--- src/rtl/pixel_pkg.sv ---
// Purpose : shared types and constants for the 2x2 pixel readout capture path.
// Latency : n/a (types, constants and a helper function only).
// Backpr. : n/a.
// Contents: state_t (capture FSM encoding), err_t (sticky error codes),
//           NUM_PIX / NUM_COL frame geometry, is_last() index helper.
package pixel_pkg;

  typedef enum logic [1:0] {
    IDLE   = 2'd0,
    ROW1   = 2'd1,
    ROW2   = 2'd2,
    STREAM = 2'd3
  } state_t;

  typedef enum logic [1:0] {
    ERR_NONE  = 2'd0,
    ERR_PROTO = 2'd1,
    ERR_OVR   = 2'd2,
    ERR_ABORT = 2'd3
  } err_t;

  localparam int NUM_PIX = 4;
  localparam int NUM_COL = 2;

  // True for the final pixel index of a frame.
  function automatic logic is_last(input logic [1:0] idx);
    return idx == 2'(NUM_PIX - 1);
  endfunction

endpackage

--- src/rtl/pixel_readout_capture_if.sv ---
// Purpose : valid/ready pixel stream from the capture block to the frame sink.
// Latency : n/a (wiring only).
// Backpr. : sink drops Out_ready; source holds data/addr/last while stalled.
// Ports   : Out_data (PIX_W), Out_addr {row,col}, Out_valid, Out_last (master out),
//           Out_ready (slave out).
interface pixel_readout_capture_if #(
  parameter int PIX_W = 8
) ();

  logic [PIX_W-1:0] Out_data;
  logic [1:0]       Out_addr;
  logic             Out_valid;
  logic             Out_ready;
  logic             Out_last;

  modport master (
    output Out_data,
    output Out_addr,
    output Out_valid,
    output Out_last,
    input  Out_ready
  );

  modport slave (
    input  Out_data,
    input  Out_addr,
    input  Out_valid,
    input  Out_last,
    output Out_ready
  );

endinterface

--- src/rtl/edge_detect.sv ---
// Purpose : one-flop edge detector, rise/fall flags relative to previous cycle.
// Latency : flags are combinational from the live input (0 cycles).
// Backpr. : none.
// Ports   : Clk, Reset (async active-low), d in; q registered copy; rise, fall out.
module edge_detect (
  input  logic Clk,
  input  logic Reset,
  input  logic d,
  output logic q,
  output logic rise,
  output logic fall
);

  always_ff @(posedge Clk or negedge Reset) begin
    if (!Reset) begin
      q <= 1'b0;
    end else begin
      q <= d;
    end
  end

  assign rise = d & ~q;
  assign fall = ~d & q;

endmodule

--- src/rtl/pixel_readout_capture.sv ---
// Purpose : capture a 2x2 pixel frame from ADC strobes, then stream it out.
// Latency : Col_data captured on the adc_rise edge; Out_valid one cycle after
//           the row-2 close (NRE_2 fall or Erase); 1 pixel/cycle when ready.
// Backpr. : Out_data/Out_addr/Out_last held while Out_valid & ~Out_ready;
//           ADC strobes arriving while streaming are dropped as overrun.
// Ports   : Clk, Reset (async active-low), NRE_1, NRE_2, ADC, Expose, Erase,
//           Col_data {col1,col0}; out_if (master stream); Busy; Err (sticky code).
module pixel_readout_capture
  import pixel_pkg::*;
#(
  parameter int PIX_W = 8
) (
  input  logic                     Clk,
  input  logic                     Reset,
  input  logic                     NRE_1,
  input  logic                     NRE_2,
  input  logic                     ADC,
  input  logic                     Expose,
  input  logic                     Erase,
  input  logic [NUM_COL*PIX_W-1:0] Col_data,
  pixel_readout_capture_if.master  out_if,
  output logic                     Busy,
  output logic [1:0]               Err
);

  logic adc_q, adc_rise, adc_fall_unused;
  logic nre2_q, nre2_rise_unused, nre2_fall;
  logic exp_q, exp_rise, exp_fall_unused;

  edge_detect u_adc_edge (
    .Clk  (Clk),
    .Reset(Reset),
    .d    (ADC),
    .q    (adc_q),
    .rise (adc_rise),
    .fall (adc_fall_unused)
  );

  edge_detect u_nre2_edge (
    .Clk  (Clk),
    .Reset(Reset),
    .d    (NRE_2),
    .q    (nre2_q),
    .rise (nre2_rise_unused),
    .fall (nre2_fall)
  );

  edge_detect u_exp_edge (
    .Clk  (Clk),
    .Reset(Reset),
    .d    (Expose),
    .q    (exp_q),
    .rise (exp_rise),
    .fall (exp_fall_unused)
  );

  logic [PIX_W-1:0] col0, col1;
  assign col0 = Col_data[PIX_W-1:0];
  assign col1 = Col_data[NUM_COL*PIX_W-1:PIX_W];

  state_t           state;
  err_t             err_q;
  logic [PIX_W-1:0] pix [NUM_PIX];
  logic [1:0]       idx;
  logic [PIX_W-1:0] out_data_q;
  logic             out_valid_q;
  logic             out_last_q;

  always_ff @(posedge Clk or negedge Reset) begin
    if (!Reset) begin
      state       <= IDLE;
      err_q       <= ERR_NONE;
      idx         <= 2'd0;
      out_data_q  <= '0;
      out_valid_q <= 1'b0;
      out_last_q  <= 1'b0;
      for (int i = 0; i < NUM_PIX; i++) begin
        pix[i] <= '0;
      end
    end else begin
      case (state)
        IDLE: begin
          if (adc_rise) begin
            if (NRE_1 && !NRE_2) begin
              pix[0] <= col0;
              pix[1] <= col1;
              state  <= ROW1;
            end else begin
              err_q <= ERR_PROTO;
            end
          end else if (exp_rise) begin
            // A new exposure clears the sticky error unless an error lands
            // on the same cycle.
            err_q <= ERR_NONE;
          end
        end

        ROW1: begin
          if (exp_rise) begin
            err_q <= ERR_ABORT;
            state <= IDLE;
          end else if (adc_rise) begin
            if (NRE_2 && !NRE_1) begin
              pix[2] <= col0;
              pix[3] <= col1;
              state  <= ROW2;
            end else if (NRE_1 && !NRE_2) begin
              // Repeated row-0 conversion: latest sample replaces the old one.
              pix[0] <= col0;
              pix[1] <= col1;
            end else begin
              err_q <= ERR_PROTO;
              state <= IDLE;
            end
          end
        end

        ROW2: begin
          if (exp_rise) begin
            err_q <= ERR_ABORT;
            state <= IDLE;
          end else if (adc_rise && nre2_fall) begin
            // ADC must not pulse while the row enable is dropping.
            err_q <= ERR_PROTO;
            state <= IDLE;
          end else if (adc_rise && NRE_2) begin
            pix[2] <= col0;
            pix[3] <= col1;
          end else if (adc_rise) begin
            err_q <= ERR_PROTO;
            state <= IDLE;
          end else if (nre2_fall || Erase) begin
            state       <= STREAM;
            idx         <= 2'd0;
            out_data_q  <= pix[0];
            out_valid_q <= 1'b1;
            out_last_q  <= is_last(2'd0);
          end
        end

        STREAM: begin
          // The captured frame always drains; new conversions are only flagged.
          if (adc_rise) begin
            err_q <= ERR_OVR;
          end else if (exp_rise) begin
            err_q <= ERR_NONE;
          end

          if (out_valid_q && out_if.Out_ready) begin
            if (is_last(idx)) begin
              state       <= IDLE;
              idx         <= 2'd0;
              out_data_q  <= '0;
              out_valid_q <= 1'b0;
              out_last_q  <= 1'b0;
            end else begin
              idx        <= idx + 2'd1;
              out_data_q <= pix[idx + 2'd1];
              out_last_q <= is_last(idx + 2'd1);
            end
          end
        end

        default: state <= IDLE;
      endcase
    end
  end

  assign out_if.Out_data  = out_data_q;
  assign out_if.Out_addr  = idx;
  assign out_if.Out_valid = out_valid_q;
  assign out_if.Out_last  = out_last_q;

  assign Busy = (state != IDLE);
  assign Err  = err_q;

endmodule
--- src/flat_wrapper.sv ---
// flat-port wrapper written by rule: the top's interface ports become plain ports
module pixel_readout_capture_flat import pixel_pkg::*;
#(
  parameter int PIX_W = 8
)
  (Clk, Reset, NRE_1, NRE_2, ADC, Expose, Erase, Col_data, Busy, Err, out_if_Out_data, out_if_Out_addr, out_if_Out_valid, out_if_Out_last, out_if_Out_ready);
  pixel_readout_capture_if #(.PIX_W(PIX_W)) out_if_i ();
  input  logic Clk;
  input  logic Reset;
  input  logic NRE_1;
  input  logic NRE_2;
  input  logic ADC;
  input  logic Expose;
  input  logic Erase;
  input  logic [NUM_COL*PIX_W-1:0] Col_data;
  output logic Busy;
  output logic [1:0] Err;
  output wire logic [$bits(out_if_i.Out_data)-1:0] out_if_Out_data;
  output wire logic [$bits(out_if_i.Out_addr)-1:0] out_if_Out_addr;
  output wire logic [$bits(out_if_i.Out_valid)-1:0] out_if_Out_valid;
  output wire logic [$bits(out_if_i.Out_last)-1:0] out_if_Out_last;
  input wire logic [$bits(out_if_i.Out_ready)-1:0] out_if_Out_ready;
  assign out_if_Out_data = out_if_i.Out_data;
  assign out_if_Out_addr = out_if_i.Out_addr;
  assign out_if_Out_valid = out_if_i.Out_valid;
  assign out_if_Out_last = out_if_i.Out_last;
  assign out_if_i.Out_ready = out_if_Out_ready;
  pixel_readout_capture #(.PIX_W(PIX_W)) u_core (.Clk(Clk), .Reset(Reset), .NRE_1(NRE_1), .NRE_2(NRE_2), .ADC(ADC), .Expose(Expose), .Erase(Erase), .Col_data(Col_data), .out_if(out_if_i), .Busy(Busy), .Err(Err));
endmodule
--- config.mk ---
export PLATFORM = sky130hd
export DESIGN_NAME = pixel_readout_capture_flat
export DESIGN_NICKNAME = d
export VERILOG_FILES = /design/src/rtl/pixel_pkg.sv /design/src/rtl/pixel_readout_capture_if.sv /design/src/rtl/edge_detect.sv /design/src/rtl/pixel_readout_capture.sv /design/src/flat_wrapper.sv
export SDC_FILE = /design/constraint.sdc
export NUM_CORES = 1
export LEC_CHECK = 0
export ABC_AREA = 1
export CELL_PAD_IN_SITES_DETAIL_PLACEMENT = 1
export CELL_PAD_IN_SITES_GLOBAL_PLACEMENT = 1
export CORE_ASPECT_RATIO = 2
export CORE_MARGIN = 2
export CORE_UTILIZATION = 30
export CTS_CLUSTER_SIZE = 16
export DETAILED_ROUTE_END_ITERATION = 7
export HOLD_SLACK_MARGIN = 0.06
export PLACE_DENSITY = 0.62
export SLEW_MARGIN = 20
export SYNTH_ARGS = -nofsm -noshare
export SYNTH_HDL_FRONTEND = slang
export SYNTH_SLANG_ARGS = --single-unit
--- constraint.sdc ---
create_clock -name Clk -period 3.8 [get_ports Clk]
set_input_delay 0.57 -clock Clk [delete_from_list [all_inputs] [get_ports Clk]]
set_output_delay 0.57 -clock Clk [all_outputs]
set_load 0.02 [all_outputs]
### Yosys cells after proc, flatten, opt, wreduce, memory -nomap -nowiden

Index checks and enable logic that the tools add are counted.
W data, S select, Z words.

* flip-flop bits (word level): 51
* output and inout port bits: 15
* logic and storage cells: 138

* add/sub/neg operators: 1
* $lt $le $gt $ge: 1
* eq/ne operators: 25
* muxes and demuxes: 72
* bitwise gates (word level): 7
* reductions and logical operators: 19

Operators by type and width (count)
* $mux W16: 7
* $mux W8: 9
* $mux W32: 2
* $pmux W16 S2: 2
* $mux W2: 31
* $bmux W8 S2: 1
* $ne A2 B1 Y1 const B: 8
* $pmux W2 S4: 2
* $pmux W8 S2: 1
* $reduce_and A8 Y1: 2
* $mux W1: 14
* $reduce_and A7 Y1: 2
* $ne A2 B2 Y1 const B: 6
* $eq A2 B2 Y1 const B: 4
* $ne A4 B2 Y1 const B: 2
* $reduce_bool A2 Y1: 4
* $logic_and A1 B1 Y1: 5
* $ne A5 B1 Y1 const B: 1
* $reduce_and A5 Y1: 1
* $ne A4 B1 Y1 const B: 1
* $pmux W1 S2: 2
* $pmux W2 S2: 1
* $reduce_and A4 Y1: 1
* $and A1 B1 Y1: 3
* other kinds (10): 13

### Depth between registers and ports, before layout

* word-level depth: 9
* gate-level depth with buffers: 12

### By module

Synthesis repeated with hierarchy kept, for this count alone.

* cells, all modules: 363
* area total of the unflattened synthesis: 2706.3 µm²

Modules (own cells, without submodules)
* pixel_readout_capture: times used 1, cells each 348, area an instance 2586.2 µm², seq. area each 1201.2 µm²
* edge_detect: times used 3, cells each 5, area an instance 40.0 µm², seq. area each 25.0 µm²

### Worst setup path before layout

No wires, ideal clock.

* path type: flip-flop to flip-flop
* from: reg u_core.idx[0], in the netlist u_core.out_if.Out_addr[0]
* to: reg u_core.out_data_q[6], in the netlist u_core.out_if.Out_data[6]
* arrival: 1910 ps
* data required time: 3683 ps
* path slack: 1773 ps
* cell stages (with the launch flop): 13
* cell sequence: dfrtp_1 -> buf_2 -> clkinv_1 -> ha_1 -> buf_2 -> clkbuf_1 -> nor2_1 -> o21ai_0 -> nand2_1 -> nand2_1 -> nand2_1 -> nand2_1 -> nand2_1

* word-level cells in the longest chain between the ends: 8
* elaborated cells on any way between the ends: 9
* classes of those cells: add/sub: 1; eq/ne: 1; mux: 6; bitwise: 1

Ends and longest elaborated chain
* start, declared: RTL line pixel_readout_capture.sv:64 `logic [1:0] idx;`
* start signal, assigned: RTL line pixel_readout_capture.sv:157 `idx <= idx + 2'd1;`
* $add A2 B1 Y2: RTL line pixel_readout_capture.sv:158 `out_data_q <= pix[idx + 2'd1];`
* $not A2 Y3 (implied by the code): RTL line pixel_readout_capture.sv:158
* $bmux W8 S2: RTL line pixel_readout_capture.sv:158
* $mux W8 (implied by the code) (2 in series): RTL line pixel_readout_capture.sv:158
* $mux W8 (*): RTL line pixel_readout_capture.sv:150 `if (is_last(idx)) begin`
* $mux W8 (*): RTL line pixel_readout_capture.sv:149 `if (out_valid_q && out_if.Out_ready) begin`
* $pmux W8 S2 (*): RTL line pixel_readout_capture.sv:81 `case (state)`
* end signal, assigned: RTL line pixel_readout_capture.sv:135 `out_data_q <= pix[0];`
* end signal, assigned: RTL line pixel_readout_capture.sv:158
* end, declared: RTL line pixel_readout_capture.sv:65 `logic [PIX_W-1:0] out_data_q;`

Mark *: on every way between the ends. The rest lies on a longest branch, timed or not. The select of a mux whose other input is x is not followed.
A chain may end at the register's enable or synchronous reset.

### Worst setup path after layout

* from: reg u_core.state[1]
* to: out Busy

* word-level cells in the longest chain between the ends: 1

Ends and longest elaborated chain
* start, declared: RTL line pixel_readout_capture.sv:61 `state_t state;`
* start signal, assigned: RTL line pixel_readout_capture.sv:71 `state <= IDLE;`
* start signal, assigned: RTL line pixel_readout_capture.sv:87 `state <= ROW1;`
* start signal, assigned: RTL line pixel_readout_capture.sv:101 `state <= IDLE;`
* $reduce_bool A2 Y1: RTL line pixel_readout_capture.sv:174 `assign Busy = (state != IDLE);`
* end, declared: RTL line flat_wrapper.sv:16 `output logic Busy;`

Every way passes these cells.

==> run summary <==
distinct cell type count after synthesis = 25
Mapped Area = 2730 sq um
initial core utilization = 0.307
first-pass GRT wire length = 13500 um
fin cells = 512
switching pwr = 0.000944 W
Die Y = 139 um
Max clock buf depth = 2
DPL Wire Length = 6270 um
R2R cell count = 10
TritonCTS clock tree = done
WL/cell = 15.7 um
Max Clk Rate = 0.425 GHz
DRC Markers = 0
Syn-to-layout area delta = 23.3%
die area = 9930 sq um
Seq pwr share = 0.375
Yosys warning count = 0
fraction of layout cells with a size suffix above 1 = 0.0634
total CTS buffers = 5
reg2reg setup slack = 1550 ps
most frequent cells in the layout = nand2_1 (149), dfrtp_1 (51), nor2_1 (37), clkdlybuf4s50_1 (37), inv_1 (35)
vias in the first global route = 2653
# resized after CTS = 0
most common cell after layout, fill and taps aside = nand2_1
clock latency on the worst-skew pair = 290 ps
switching part of the total = 0.382
Pwr Total = 0.00247 W
Cell Rows = 49
critical path data required time = 3230 ps
# port buffers = 38
reg2reg end = u_core.out_if.Out_data[5]
Vias/cell = 4.76
Worst Path Arrival = 1780 ps
initial antenna violation count = 0
RD Place Congestion = 0.880
DR vias = 2437
Clock transition at path regs = 70 ps
hold crit path type = input port to asynchronous set/reset pin
Pwr Density = 735 nW/um^2
peak supply drop = 0.288 mV
final wirelength = 8040 um
Logic pwr share = 0.391
clock network power share = 0.235
CP Capture Type = primary output
Final Hold Viols = 0
initial DRC count = 71
final setup margin = 1450 ps
Slew headroom = 0.393
leakage power = 1.73 nW
post-layout util = 0.379
Final Cycle Share = 0.619
CTS Root Cell = clkbuf_16
die extent in x = 71.5 um
Critical Path Start Type = register
Tot GR Track Use = 0.176
crit path max fanout = 7
Max-cap violations = 0
Slew @ Worst Pin = 911 ps
Syn Area/Cell = 7.30 sq um
final-report max-slew violation count = 0
Synth Register Bits = 51
Crit Path Class = register to primary output
I/O pin count = 39
worst r2r src = u_core.out_if.Out_addr[0]
Core ar. = 8890 sq um
grt total ovfl = 0
CTS sink count = 51
minimum clock period = 2350 ps
post-CTS setup buffer count = 0
Layout Nets = 435
Worst Skew = 3.19 ps
n_diodes = 0
Pre-Repair DR Iteration Count = 4
Mapped Nets = 400
dpl ws = 1250 ps
RSZ-0062 raised after global routing = no
antenna-violating nets left = 0
internal power = 0.00153 W
DP Cell Count = 504
post-synthesis sequential area ratio = 0.467
final setup fails = 0
status = completed
Syn Inst Count = 374
pin count of the biggest net entering global routing = 38
setup_tns = 0 ps
CTS HTree Levels = 2
cts hold-fix bufs = 0
registers in the layout (all words and copies together), names as in the netlist, 2 cells and up:
register,cells
u_core.out_if.Out_data,8
u_core.pix,32
u_core.Err,2
u_core.state,2
u_core.out_if.Out_addr,2
Yosys cell counts, drive strengths merged:
master  instances  area, sq um
o211ai          8         60.1
o21ai          25          125
clkinv          1         3.75
nor2           40          168
dfrtp          51         1280
buf            11         70.1
nand2         154          601
or2             1         6.26
nand4           2         12.5
inv            37          139
ha              2         25.0
a21oi          10         50.1
clkbuf          2         7.51
nand3          29          168
o21bai          1         18.8
stage by stage:
stage	cell area [sq um]	hold WS [ps]
global placement	3180	452
global route	3370	477
floorplan	2730	274
detailed placement	3180	455
CTS	3370	444
finish	3370	414
power groups by stage:
stage	clock [W]	sequential, W	combinational (W)
3_3_place_gp	0	0.000941	0.000969
2_1_floorplan	0	0.000959	0.000579
6_report	0.000580	0.000926	0.000967
4_1_cts	0.000596	0.000932	0.000989
3_5_place_dp	0	0.000942	0.000985
5_1_grt	0.000617	0.000956	0.00112
per-layer routing:
| metal | vias up | global-route usage | wire [um] | share of wire |
|---|---|---|---|---|
| met3 | 10 | 0.0189 | 131 | 0.016 |
| li1 | 1239 | - | - | - |
| met4 | 0 | 0.0566 | 166 | 0.021 |
| met1 | 1155 | 0.186 | 3010 | 0.37 |
| met5 | - | 0 | 0 | 0 |
| met2 | 33 | 0.346 | 4720 | 0.59 |
kinds of logic after synthesis:
family | share of synthesized area
flip-flops | 0.467
AO/OA/AOI/OAI | 0.0930
adder cells (fa/ha/maj) | 0.00916
AND/OR/NAND/NOR | 0.350
buffers and inverters | 0.0807
worst max-delay path, cell delays in order (launching register included):
cell,delay [ps]
dfrtp_1,510
nor2_1,330
inv_1,100
clkdlybuf4s50_1,550
cell type report:
type | count | area [sq um]
multi-input combinational | 272 | 1230
fill | 1116 | 5520
inverter | 38 | 143
sequential | 51 | 1280
tap | 102 | 128
clock buffer | 6 | 129
clock inverter | 2 | 60.1
timing repair buffer | 41 | 398
worst max-delay path by stage:
stage | from | cells past startpoint | end | slack [ps]
after detailed placement | ADC | 8 | u_core.out_if.Out_data[2] | 1250
after global placement | ADC | 8 | u_core.out_if.Out_data[3] | 1280
after floorplan | u_core.out_if.Out_addr[0] | 12 | u_core.out_if.Out_data[6] | 1770
after global routing | u_core.out_if.Out_addr[0] | 10 | u_core.out_if.Out_data[1] | 1220
final | u_core.state[1] | 3 | Busy | 1450
after CTS | u_core.state[1] | 3 | Busy | 1420
No activity file was read; power rests on OpenSTA's default activity.
